### src/rtl/id_ex_operand_stage_pkg.sv
// Shared widths, ALU op codes and forwarding-select codes for the ID/EX operand stage.
package id_ex_operand_stage_pkg;

    localparam int WORD_WIDTH    = 32;
    localparam int ALU_OP_LENGTH = 4;
    localparam int REG_IDX_WIDTH = 5;

    localparam logic [31:0] ZEROWORD = 32'h0000_0000;

    localparam logic [3:0] ALU_ADD = 4'h0;
    localparam logic [3:0] ALU_SUB = 4'h1;
    localparam logic [3:0] ALU_AND = 4'h2;
    localparam logic [3:0] ALU_OR  = 4'h3;
    localparam logic [3:0] ALU_XOR = 4'h4;
    localparam logic [3:0] ALU_SLL = 4'h5;
    localparam logic [3:0] ALU_SRL = 4'h6;
    localparam logic [3:0] ALU_SRA = 4'h7;
    localparam logic [3:0] ALU_SLT = 4'h8;
    // Unused op code; the ALU drives 0 for it, so a bubble is harmless downstream.
    localparam logic [3:0] ALU_NOP = 4'hF;

    localparam logic [1:0] FWD_REG = 2'd0;
    localparam logic [1:0] FWD_WB  = 2'd1;
    localparam logic [1:0] FWD_MEM = 2'd2;

    // A later stage supplies the operand only if it writes a non-zero register matching the source.
    function automatic logic fwd_hit(input logic we, input logic [4:0] dst, input logic [4:0] src);
        return we && (dst != 5'd0) && (dst == src);
    endfunction

endpackage

### src/rtl/id_ex_operand_stage_if.sv
// Decode-side, MEM/WB forwarding and E-stage signals of the ID/EX operand stage.
interface id_ex_operand_stage_if
    import id_ex_operand_stage_pkg::*;
#(
    parameter int DW  = WORD_WIDTH,
    parameter int OPW = ALU_OP_LENGTH,
    parameter int RW  = REG_IDX_WIDTH
);
    logic           stallE;
    logic           flushE;
    logic           validD;
    logic [OPW-1:0] aluOpD;
    logic [RW-1:0]  rsD;
    logic [RW-1:0]  rtD;
    logic [RW-1:0]  writeRegD;
    logic [DW-1:0]  rsDataD;
    logic [DW-1:0]  rtDataD;
    logic [DW-1:0]  immD;
    logic [4:0]     shamtD;
    logic           aluSrcBImmD;
    logic           aluSrcAShamtD;
    logic           regWriteD;
    logic           memToRegD;
    logic           memWriteD;
    logic           regWriteM;
    logic [RW-1:0]  writeRegM;
    logic [DW-1:0]  aluOutM;
    logic           regWriteW;
    logic [RW-1:0]  writeRegW;
    logic [DW-1:0]  resultW;

    logic           validE;
    logic [OPW-1:0] aluOpE;
    logic [DW-1:0]  SrcA;
    logic [DW-1:0]  SrcB;
    logic [DW-1:0]  writeDataE;
    logic [RW-1:0]  writeRegE;
    logic [RW-1:0]  rsE;
    logic [RW-1:0]  rtE;
    logic           regWriteE;
    logic           memToRegE;
    logic           memWriteE;

    modport master (
        output stallE, flushE, validD, aluOpD, rsD, rtD, writeRegD, rsDataD, rtDataD,
               immD, shamtD, aluSrcBImmD, aluSrcAShamtD, regWriteD, memToRegD, memWriteD,
               regWriteM, writeRegM, aluOutM, regWriteW, writeRegW, resultW,
        input  validE, aluOpE, SrcA, SrcB, writeDataE, writeRegE, rsE, rtE,
               regWriteE, memToRegE, memWriteE
    );

    modport slave (
        input  stallE, flushE, validD, aluOpD, rsD, rtD, writeRegD, rsDataD, rtDataD,
               immD, shamtD, aluSrcBImmD, aluSrcAShamtD, regWriteD, memToRegD, memWriteD,
               regWriteM, writeRegM, aluOutM, regWriteW, writeRegW, resultW,
        output validE, aluOpE, SrcA, SrcB, writeDataE, writeRegE, rsE, rtE,
               regWriteE, memToRegE, memWriteE
    );

endinterface

### src/rtl/id_ex_operand_stage_fwd_select.sv
// Per-operand bypass selection: MEM result, then WB result, then the registered read data.
module fwd_select
    import id_ex_operand_stage_pkg::*;
#(
    parameter int DW = WORD_WIDTH,
    parameter int RW = REG_IDX_WIDTH
) (
    input  logic [RW-1:0] src_idx,
    input  logic [DW-1:0] reg_data,
    input  logic          reg_write_m,
    input  logic [RW-1:0] write_reg_m,
    input  logic [DW-1:0] alu_out_m,
    input  logic          reg_write_w,
    input  logic [RW-1:0] write_reg_w,
    input  logic [DW-1:0] result_w,
    output logic [1:0]    sel,
    output logic [DW-1:0] data
);

    // Priority select: the younger MEM producer shadows WB.
    always_comb begin
        sel = FWD_REG;
        if (fwd_hit(reg_write_m, write_reg_m, src_idx)) begin
            sel = FWD_MEM;
        end else if (fwd_hit(reg_write_w, write_reg_w, src_idx)) begin
            sel = FWD_WB;
        end else begin
            sel = FWD_REG;
        end
    end

    // Data mux driven by the select.
    always_comb begin
        data = reg_data;
        case (sel)
            FWD_MEM: data = alu_out_m;
            FWD_WB:  data = result_w;
            FWD_REG: data = reg_data;
            default: data = reg_data;
        endcase
    end

endmodule

### src/rtl/id_ex_operand_stage.sv
// ID/EX pipeline register with MEM/WB forwarding and ALU operand selection.
module id_ex_operand_stage
    import id_ex_operand_stage_pkg::*;
#(
    parameter int DW  = WORD_WIDTH,
    parameter int OPW = ALU_OP_LENGTH,
    parameter int RW  = REG_IDX_WIDTH
) (
    input  logic                  clk,
    input  logic                  rst_n,
    id_ex_operand_stage_if.slave  bus
);

    logic           valid_r;
    logic [OPW-1:0] alu_op_r;
    logic [RW-1:0]  rs_r;
    logic [RW-1:0]  rt_r;
    logic [RW-1:0]  write_reg_r;
    logic [DW-1:0]  rs_data_r;
    logic [DW-1:0]  rt_data_r;
    logic [DW-1:0]  imm_r;
    logic [4:0]     shamt_r;
    logic           src_b_imm_r;
    logic           src_a_shamt_r;
    logic           reg_write_r;
    logic           mem_to_reg_r;
    logic           mem_write_r;

    logic [1:0]     fwd_sel_a_s;
    logic [1:0]     fwd_sel_b_s;
    logic [DW-1:0]  fwd_a_s;
    logic [DW-1:0]  fwd_b_s;

    // E-stage register: flush beats stall; a stall refreshes read data with any bypassed value.
    always_ff @(posedge clk or negedge rst_n) begin
        if (!rst_n) begin
            valid_r       <= 1'b0;
            alu_op_r      <= ALU_NOP;
            rs_r          <= '0;
            rt_r          <= '0;
            write_reg_r   <= '0;
            rs_data_r     <= '0;
            rt_data_r     <= '0;
            imm_r         <= '0;
            shamt_r       <= 5'd0;
            src_b_imm_r   <= 1'b0;
            src_a_shamt_r <= 1'b0;
            reg_write_r   <= 1'b0;
            mem_to_reg_r  <= 1'b0;
            mem_write_r   <= 1'b0;
        end else if (bus.flushE) begin
            valid_r       <= 1'b0;
            alu_op_r      <= ALU_NOP;
            rs_r          <= '0;
            rt_r          <= '0;
            write_reg_r   <= '0;
            rs_data_r     <= '0;
            rt_data_r     <= '0;
            imm_r         <= '0;
            shamt_r       <= 5'd0;
            src_b_imm_r   <= 1'b0;
            src_a_shamt_r <= 1'b0;
            reg_write_r   <= 1'b0;
            mem_to_reg_r  <= 1'b0;
            mem_write_r   <= 1'b0;
        end else if (bus.stallE) begin
            // Capture a retiring producer now; it will be gone once the stall releases.
            rs_data_r <= (fwd_sel_a_s == FWD_REG) ? rs_data_r : fwd_a_s;
            rt_data_r <= (fwd_sel_b_s == FWD_REG) ? rt_data_r : fwd_b_s;
        end else begin
            valid_r       <= bus.validD;
            alu_op_r      <= bus.aluOpD;
            rs_r          <= bus.rsD;
            rt_r          <= bus.rtD;
            write_reg_r   <= bus.writeRegD;
            rs_data_r     <= bus.rsDataD;
            rt_data_r     <= bus.rtDataD;
            imm_r         <= bus.immD;
            shamt_r       <= bus.shamtD;
            src_b_imm_r   <= bus.aluSrcBImmD;
            src_a_shamt_r <= bus.aluSrcAShamtD;
            reg_write_r   <= bus.regWriteD;
            mem_to_reg_r  <= bus.memToRegD;
            mem_write_r   <= bus.memWriteD;
        end
    end

    fwd_select #(.DW(DW), .RW(RW)) u_fwd_a (
        .src_idx     (rs_r),
        .reg_data    (rs_data_r),
        .reg_write_m (bus.regWriteM),
        .write_reg_m (bus.writeRegM),
        .alu_out_m   (bus.aluOutM),
        .reg_write_w (bus.regWriteW),
        .write_reg_w (bus.writeRegW),
        .result_w    (bus.resultW),
        .sel         (fwd_sel_a_s),
        .data        (fwd_a_s)
    );

    fwd_select #(.DW(DW), .RW(RW)) u_fwd_b (
        .src_idx     (rt_r),
        .reg_data    (rt_data_r),
        .reg_write_m (bus.regWriteM),
        .write_reg_m (bus.writeRegM),
        .alu_out_m   (bus.aluOutM),
        .reg_write_w (bus.regWriteW),
        .write_reg_w (bus.writeRegW),
        .result_w    (bus.resultW),
        .sel         (fwd_sel_b_s),
        .data        (fwd_b_s)
    );

    assign bus.SrcA       = src_a_shamt_r ? {{(DW-5){1'b0}}, shamt_r} : fwd_a_s;
    assign bus.SrcB       = src_b_imm_r ? imm_r : fwd_b_s;
    assign bus.writeDataE = fwd_b_s;
    assign bus.validE     = valid_r;
    assign bus.aluOpE     = alu_op_r;
    assign bus.writeRegE  = write_reg_r;
    assign bus.rsE        = rs_r;
    assign bus.rtE        = rt_r;
    assign bus.regWriteE  = reg_write_r;
    assign bus.memToRegE  = mem_to_reg_r;
    assign bus.memWriteE  = mem_write_r;

endmodule

### src/flat_wrapper.sv
// flat-port wrapper written by rule: the top's interface ports become plain ports
module id_ex_operand_stage_flat import id_ex_operand_stage_pkg::*;
#(
    parameter int DW  = WORD_WIDTH,
    parameter int OPW = ALU_OP_LENGTH,
    parameter int RW  = REG_IDX_WIDTH
)
  (clk, rst_n, bus_stallE, bus_flushE, bus_validD, bus_aluOpD, bus_rsD, bus_rtD, bus_writeRegD, bus_rsDataD, bus_rtDataD, bus_immD, bus_shamtD, bus_aluSrcBImmD, bus_aluSrcAShamtD, bus_regWriteD, bus_memToRegD, bus_memWriteD, bus_regWriteM, bus_writeRegM, bus_aluOutM, bus_regWriteW, bus_writeRegW, bus_resultW, bus_validE, bus_aluOpE, bus_SrcA, bus_SrcB, bus_writeDataE, bus_writeRegE, bus_rsE, bus_rtE, bus_regWriteE, bus_memToRegE, bus_memWriteE);
  id_ex_operand_stage_if #(.DW(DW), .OPW(OPW), .RW(RW)) bus_i ();
  input  logic clk;
  input  logic rst_n;
  input wire logic [$bits(bus_i.stallE)-1:0] bus_stallE;
  input wire logic [$bits(bus_i.flushE)-1:0] bus_flushE;
  input wire logic [$bits(bus_i.validD)-1:0] bus_validD;
  input wire logic [$bits(bus_i.aluOpD)-1:0] bus_aluOpD;
  input wire logic [$bits(bus_i.rsD)-1:0] bus_rsD;
  input wire logic [$bits(bus_i.rtD)-1:0] bus_rtD;
  input wire logic [$bits(bus_i.writeRegD)-1:0] bus_writeRegD;
  input wire logic [$bits(bus_i.rsDataD)-1:0] bus_rsDataD;
  input wire logic [$bits(bus_i.rtDataD)-1:0] bus_rtDataD;
  input wire logic [$bits(bus_i.immD)-1:0] bus_immD;
  input wire logic [$bits(bus_i.shamtD)-1:0] bus_shamtD;
  input wire logic [$bits(bus_i.aluSrcBImmD)-1:0] bus_aluSrcBImmD;
  input wire logic [$bits(bus_i.aluSrcAShamtD)-1:0] bus_aluSrcAShamtD;
  input wire logic [$bits(bus_i.regWriteD)-1:0] bus_regWriteD;
  input wire logic [$bits(bus_i.memToRegD)-1:0] bus_memToRegD;
  input wire logic [$bits(bus_i.memWriteD)-1:0] bus_memWriteD;
  input wire logic [$bits(bus_i.regWriteM)-1:0] bus_regWriteM;
  input wire logic [$bits(bus_i.writeRegM)-1:0] bus_writeRegM;
  input wire logic [$bits(bus_i.aluOutM)-1:0] bus_aluOutM;
  input wire logic [$bits(bus_i.regWriteW)-1:0] bus_regWriteW;
  input wire logic [$bits(bus_i.writeRegW)-1:0] bus_writeRegW;
  input wire logic [$bits(bus_i.resultW)-1:0] bus_resultW;
  output wire logic [$bits(bus_i.validE)-1:0] bus_validE;
  output wire logic [$bits(bus_i.aluOpE)-1:0] bus_aluOpE;
  output wire logic [$bits(bus_i.SrcA)-1:0] bus_SrcA;
  output wire logic [$bits(bus_i.SrcB)-1:0] bus_SrcB;
  output wire logic [$bits(bus_i.writeDataE)-1:0] bus_writeDataE;
  output wire logic [$bits(bus_i.writeRegE)-1:0] bus_writeRegE;
  output wire logic [$bits(bus_i.rsE)-1:0] bus_rsE;
  output wire logic [$bits(bus_i.rtE)-1:0] bus_rtE;
  output wire logic [$bits(bus_i.regWriteE)-1:0] bus_regWriteE;
  output wire logic [$bits(bus_i.memToRegE)-1:0] bus_memToRegE;
  output wire logic [$bits(bus_i.memWriteE)-1:0] bus_memWriteE;
  assign bus_i.stallE = bus_stallE;
  assign bus_i.flushE = bus_flushE;
  assign bus_i.validD = bus_validD;
  assign bus_i.aluOpD = bus_aluOpD;
  assign bus_i.rsD = bus_rsD;
  assign bus_i.rtD = bus_rtD;
  assign bus_i.writeRegD = bus_writeRegD;
  assign bus_i.rsDataD = bus_rsDataD;
  assign bus_i.rtDataD = bus_rtDataD;
  assign bus_i.immD = bus_immD;
  assign bus_i.shamtD = bus_shamtD;
  assign bus_i.aluSrcBImmD = bus_aluSrcBImmD;
  assign bus_i.aluSrcAShamtD = bus_aluSrcAShamtD;
  assign bus_i.regWriteD = bus_regWriteD;
  assign bus_i.memToRegD = bus_memToRegD;
  assign bus_i.memWriteD = bus_memWriteD;
  assign bus_i.regWriteM = bus_regWriteM;
  assign bus_i.writeRegM = bus_writeRegM;
  assign bus_i.aluOutM = bus_aluOutM;
  assign bus_i.regWriteW = bus_regWriteW;
  assign bus_i.writeRegW = bus_writeRegW;
  assign bus_i.resultW = bus_resultW;
  assign bus_validE = bus_i.validE;
  assign bus_aluOpE = bus_i.aluOpE;
  assign bus_SrcA = bus_i.SrcA;
  assign bus_SrcB = bus_i.SrcB;
  assign bus_writeDataE = bus_i.writeDataE;
  assign bus_writeRegE = bus_i.writeRegE;
  assign bus_rsE = bus_i.rsE;
  assign bus_rtE = bus_i.rtE;
  assign bus_regWriteE = bus_i.regWriteE;
  assign bus_memToRegE = bus_i.memToRegE;
  assign bus_memWriteE = bus_i.memWriteE;
  id_ex_operand_stage #(.DW(DW), .OPW(OPW), .RW(RW)) u_core (.clk(clk), .rst_n(rst_n), .bus(bus_i));
endmodule
### config.mk
export PLATFORM = sky130hd
export DESIGN_NAME = id_ex_operand_stage_flat
export DESIGN_NICKNAME = d
export VERILOG_FILES = /design/src/rtl/id_ex_operand_stage_pkg.sv /design/src/rtl/id_ex_operand_stage_if.sv /design/src/rtl/id_ex_operand_stage_fwd_select.sv /design/src/rtl/id_ex_operand_stage.sv /design/src/flat_wrapper.sv
export SDC_FILE = /design/constraint.sdc
export NUM_CORES = 1
export LEC_CHECK = 0
export CAP_MARGIN = 20
export CORE_UTILIZATION = 40
export CTS_BUF_LIST = sky130_fd_sc_hd__clkbuf_8
export DETAILED_ROUTE_END_ITERATION = 8
export PLACE_DENSITY = 0.76
export SLEW_MARGIN = 20
export SYNTH_ARGS = -nofsm -noshare
export SYNTH_HDL_FRONTEND = slang
export SYNTH_SLANG_ARGS = --single-unit
### constraint.sdc
create_clock -name clk -period 2.69 [get_ports clk]
set_input_delay 0.4035 -clock clk [delete_from_list [all_inputs] [get_ports clk]]
set_output_delay 0.4035 -clock clk [all_outputs]
set_load 0.005 [all_outputs]
== Word-level counts from Yosys, hierarchy flattened ==
Index checks and enable logic that the tools add are counted.

* Eq/ne operators: 11
* Multiplexer cells: 38
* Reduce and logical (&&, ||, !) cells: 10

{| class="wikitable"
|+ Operators with widths
! operator !! number
|-
| $mux W32 || 10
|-
| $pmux W32 S2 || 2
|-
| $mux W5 || 8
|-
| $eq A5 B5 Y1 || 4
|-
| $mux W1 || 14
|-
| $reduce_bool A5 Y1 || 2
|-
| $mux W4 || 2
|-
| $logic_and A1 B1 Y1 || 6
|-
| $ne A3 B3 Y1 const B || 2
|-
| $eq A2 B1 Y1 const B || 2
|-
| $eq A2 B2 Y1 const B || 2
|-
| $logic_not A2 Y1 || 2
|-
| $mux W2 || 2
|-
| $ne A2 B1 Y1 const B || 1
|}

* Bits in registers: 126
* Output and inout port bits: 119

== Depth between registers and ports, before layout ==
* Depth in word-level cells: 10
* Gate-level depth with buffers: 8

== By module ==
Synthesis repeated with hierarchy kept, for this count alone.

* Cell total of the unflattened synthesis: 928
* Area total of the unflattened synthesis: 9257.6 um^2

{| class="wikitable"
|+ By module, submodules not included
! module !! instances !! cells an instance !! area each (um^2)
|-
| id_ex_operand_stage || 1 || 558 || 6274.8
|-
| fwd_select || 2 || 185 || 1491.4
|}

== Least setup slack after synthesis ==
Ideal clock, no wire load.

* Path kind: input to output
* Start point: input bus_writeRegW[1]
* End point: output bus_SrcB[30]
* Arrival time: 1989 ps
* Required time: 2287 ps
* Setup slack: 298 ps
* Stages on the path: 7
* Buffers on the path: 2
* Cells stage by stage: or4_1 -> o21a_1 -> buf_2 -> buf_2 -> nand4_1 -> a31oi_1 -> mux2_2

* Cells in the longest elaborated chain, start to end: 8

{| class="wikitable"
|+ Ends and longest elaborated chain
! what !! line !! text
|-
| start, declared || flat_wrapper.sv:32 || <nowiki>input wire logic [$bits(bus_i.writeRegW)-1:0] bus_writeRegW;</nowiki>
|-
| $reduce_bool A5 Y1 || id_ex_operand_stage_pkg.sv:28 || <nowiki>return we && (dst != 5'd0) && (dst == src);</nowiki>
|-
| $logic_and A1 B1 Y1 || id_ex_operand_stage_pkg.sv:28 ||
|-
| $logic_and A1 B1 Y1 * || id_ex_operand_stage_pkg.sv:28 ||
|-
| $mux W1 * || id_ex_operand_stage_fwd_select.sv:25 || <nowiki>end else if (fwd_hit(reg_write_w, write_reg_w, src_idx)) begin</nowiki>
|-
| $mux W2 * || id_ex_operand_stage_fwd_select.sv:23 || <nowiki>if (fwd_hit(reg_write_m, write_reg_m, src_idx)) begin</nowiki>
|-
| $eq A2 B1 Y1 or $eq A2 B2 Y1 (tied branches) || id_ex_operand_stage_fwd_select.sv:35 || <nowiki>case (sel)</nowiki>
|-
| $pmux W32 S2 * || id_ex_operand_stage_fwd_select.sv:35 ||
|-
| named net bus_writeDataE[30] || flat_wrapper.sv:38 || <nowiki>output wire logic [$bits(bus_i.writeDataE)-1:0] bus_writeDataE;</nowiki>
|-
| $mux W32 * || id_ex_operand_stage.sv:115 || <nowiki>assign bus.SrcB = src_b_imm_r ? imm_r : fwd_b_s;</nowiki>
|-
| end, declared || flat_wrapper.sv:37 || <nowiki>output wire logic [$bits(bus_i.SrcB)-1:0] bus_SrcB;</nowiki>
|}

The timed path passes the listed nets; every way through them passes the cells marked *.

== Worst setup path after layout ==
* Start point: register u_core.rt_r[2] (netlist: u_core.bus.rtE[2])
* End point: output bus_SrcB[1]

* Cells in the longest elaborated chain, start to end: 7

{| class="wikitable"
|+ Ends and longest elaborated chain
! what !! line !! text
|-
| start, declared || id_ex_operand_stage.sv:17 || <nowiki>logic [RW-1:0] rt_r;</nowiki>
|-
| start signal, assigned || id_ex_operand_stage.sv:74 || <nowiki>rt_r <= bus.rtD;</nowiki>
|-
| $eq A5 B5 Y1 || id_ex_operand_stage_pkg.sv:28 ||
|-
| $logic_and A1 B1 Y1 || id_ex_operand_stage_pkg.sv:28 ||
|-
| $mux W1 || id_ex_operand_stage_fwd_select.sv:25 ||
|-
| $mux W2 * || id_ex_operand_stage_fwd_select.sv:23 ||
|-
| $eq A2 B1 Y1 or $eq A2 B2 Y1 (tied branches) || id_ex_operand_stage_fwd_select.sv:35 ||
|-
| $pmux W32 S2 * || id_ex_operand_stage_fwd_select.sv:35 ||
|-
| $mux W32 * || id_ex_operand_stage.sv:115 ||
|}

Mark *: on every way between the ends. The rest lies on a longest branch, timed or not.

==> results.sh <==
export IMPL_status="complete, but fails checks"
export IMPL_violations="setup timing"
export IMPL_hpwl_um=25200
export IMPL_clock_path_buffers=2
export IMPL_clkTransAtPathRegs_ns=0.10
export IMPL_die_width_um=148
export IMPL_cts_root_buf="clkbuf_8"
export IMPL_syn_num_nets=1150
export IMPL_layout_drive_gt1_share_pct=49.1
export IMPL_final_nets=1726
export IMPL_wirelength_um=64600
export IMPL_clkLatencyLatePin_ns=0.49
export IMPL_powerDensity_mw_per_mm2=395
export IMPL_cp_top_family="compound AO/OA/AOI/OAI gates"
export IMPL_htreeDepth=4
export IMPL_clock_sinks=126
export IMPL_tightest_slew_ns=0.910
export IMPL_port_buffers=324
export IMPL_drtIter0Drc=2632
export IMPL_avgSynthCellArea_um2=9.04
export IMPL_cts_buffers=17
export IMPL_synth_top_area_cell="dfrtp_1"
export IMPL_drv_cap=0
export IMPL_cpMostUsedCell="buf_6"
export IMPL_post_route_period_util_pct=133
export IMPL_synth_edf_count=0
export IMPL_synth_seq_cells=126
export IMPL_synth_fa_ha_area_share_pct=0
export IMPL_first_global_vias=12000
export IMPL_cp_slowest_cell="dfrtp_2"
export IMPL_final_core_util_pct=85.6
export IMPL_core_rowCount=53
export IMPL_period_minus_slack_ns=3.57
export IMPL_synth_compound_area_share_pct=23.6
export IMPL_ys_seq_area_share_pct=37.0
export IMPL_wl_per_cell_um=35.5
export IMPL_drv_slew=0
export IMPL_fin_ws_ns=-0.880
export IMPL_start_util_pct=40.7
export IMPL_mappedNetlistArea_mm2=0.00853
export IMPL_viasPerCell=7.31
export IMPL_muxShareOfSynthArea_pct=11.0
export IMPL_finalPower_mw=7.09
export IMPL_synth_xor_area_share_pct=2.05
export IMPL_postSynth_asyncResetShare_pct=100
export IMPL_max_stage_delay_ns=0.46
export IMPL_hold_ws_ns=0.355
export IMPL_maxClockFrequency_ghz=0.280
export IMPL_rrSetupSlack_ns=-0.62
export IMPL_synth_warnings=0
export IMPL_hold_start="bus_stallE"
export IMPL_min_path_type="in2reg"
export IMPL_antenna_found_initial=14
export IMPL_critPathKind="reg2out"
export IMPL_yosysTopAreaCellShare_pct=35.8
export IMPL_synth_top_family_by_area="compound AO/OA/AOI/OAI gates"
export IMPL_syn2layout_area_growth_pct=110
export IMPL_ys_types=40
export IMPL_fin_skew_ns=0.0241
export IMPL_drc=0
export IMPL_worstPathCellList="xnor2_2 -> nand3_4 -> buf_16 -> buf_6 -> o31ai_4 -> a31oi_4 -> buf_6 -> mux2_4 -> buf_6"
export IMPL_r2r_start="u_core.bus.rtE[0]"
export IMPL_synth_cells=944
export IMPL_cp_data_arrival_time_ns=3.17
export IMPL_relSlewSlack_pct=39.3
export IMPL_stdcell_count=1820
export IMPL_vdd_drop_max_mv=0.338
export IMPL_crit_path_start_kind="flip-flop"
export IMPL_required_ns=2.29
export IMPL_leakage_nw=7.50
export IMPL_antenna_left=0
export IMPL_num_io_pins=325
export IMPL_finalHoldViolations=0
export IMPL_finalSetupViolCount=106
export IMPL_core_mm2=0.0210
export IMPL_synthTopCellsByArea="dfrtp_1 36%, mux2i_1 6.8%, o31ai_1 5.6%"
export IMPL_grt_ovfl_total=0
export IMPL_vias=13300
export IMPL_rsz0062_at_grt="yes"
export IMPL_die_area_mm2=0.0219
export IMPL_r2r_end="u_core.rt_data_r[19]"
export IMPL_dpl_cell_count=1562
export IMPL_crit_buf_inv=4
export IMPL_first_pass_iters=8
export IMPL_track_usage_pct=44.4
export IMPL_grt_max_degree=131
export IMPL_rr_worst_depth=13
export IMPL_die_y_um=148
export IMPL_synth_flop_cell="dfrtp_1"
export IMPL_min_to="u_core.rs_data_r[5]"
export IMPL_crit_fanout=7
export IMPL_startpoint="u_core.bus.rtE[2]"
export IMPL_grt_pass1_wl_um=72800
export IMPL_gp_congestion=0.919
export IMPL_hold_depth=4
export IMPL_yosys_area_share_simple_pct=19.2
export IMPL_cp_end_kind="output pin"
export IMPL_cts_tree="yes"
power breakdown:
| group | switching, mW | internal (mW) |
|---|---|---|
| logic | 1.48 | 1.44 |
| registers | 0.0958 | 2.00 |
| clock network | 1.01 | 1.06 |
| total | 2.58 | 4.51 |
layout make-up:
cell class | count | area, um^2
flip-flops and latches | 126 | 3160
clock inverters | 14 | 205
inverters | 33 | 124
clock buffers | 18 | 248
repair buffers | 664 | 6780
diodes | 12 | 30.0
fillers | 860 | 3020
multi-input cells | 678 | 7050
well taps | 275 | 344
cell families (layout without fill, tap and decap cells):
group | Yosys count | count (layout)
and+or+nand+nor | 298 | 298
AOI/OAI and AO/OA | 269 | 270
buffers and inverters | 141 | 729
DFF | 126 | 126
muxes | 90 | 90
xor gates and xnor gates | 20 | 20
other | 0 | 12
per-layer routing:
metal	wire length, um	share of wire [%]	GRT usage (%)	vias to the layer above
met1	20300	31	50.9	6164
met5	110	0.17	0	-
li1	-	-	-	4769
met3	10800	17	16.7	727
met4	7370	11	33.8	8
met2	26000	40	67.1	1641
what timing repair did:
action                                  in CTS  in global routing
endpoints found under the setup margin      96                100
pin swaps                                  113                102
gates cloned                                21                  2
buffers inserted                           140                 71
hold buffers                                 1                  0
hold endpoints to repair                    39                  0
gates resized for setup                    791                184
stage by stage:
step	setup TNS, ns	setup slack [ns]	cell area, um^2
final	-41.98	-0.880	17900
after global routing	-46.00	-0.902	17900
after CTS	-16.59	-0.416	16700
after detailed placement	-73.64	-0.831	12800
after global placement	-71.16	-0.861	12800
after floorplan	0	0.298	8530
tightest hold or removal path, delay by kind of cell:
| family | cells | cell delay, ns |
|---|---|---|
| compound gates | 1 | 0.06 |
| buf+inv | 2 | 0.21 |
| simple gates | 1 | 0.10 |
cells in the mapped netlist (all sizes together), types with 32 or more instances:
master	n
a31oi	64
clkbuf	72
nor3	33
and4	33
nand3b	32
a311oi	32
nand4	33
o21ba	32
buf	36
nand2	38
nor2b	36
nor2	86
inv	33
o311ai	32
a21oi	32
mux2	32
o31ai	64
mux2i	58
dfrtp	122
placed cells by master, fill, tap and decap left out, drive strengths merged, types with 36 or more instances in the layout:
master / synthesis / routed
mux2i: 58 / 58
a31oi: 64 / 64
dfrtp: 122 / 122
inv: 33 / 40
nor2b: 36 / 36
nand2: 38 / 38
nor2: 86 / 86
buf: 36 / 428
o31ai: 64 / 64
clkdlybuf4s50: 0 / 215
worst max-delay path by stage:
stage / slack (ns) / depth (start not counted) / to
after floorplan: 0.30 / 7 / bus_SrcB[30]
after global placement: -0.86 / 8 / bus_SrcB[3]
after detailed placement: -0.83 / 8 / bus_SrcB[3]
after CTS: -0.42 / 9 / bus_SrcB[2]
after global routing: -0.90 / 9 / bus_writeDataE[11]
final: -0.88 / 9 / bus_SrcB[1]
state kept, by name (all words and copies together) (netlist names):
signal	cells
u_core.bus.validE	1
u_core.bus.regWriteE	1
u_core.bus.rsE	5
u_core.bus.memWriteE	1
u_core.rs_data_r	32
u_core.bus.writeRegE	5
u_core.src_a_shamt_r	1
u_core.shamt_r	5
u_core.bus.memToRegE	1
u_core.bus.aluOpE	4
u_core.rt_data_r	32
u_core.src_b_imm_r	1
u_core.imm_r	32
u_core.bus.rtE	5
Power figures use the tool's default switching activity.
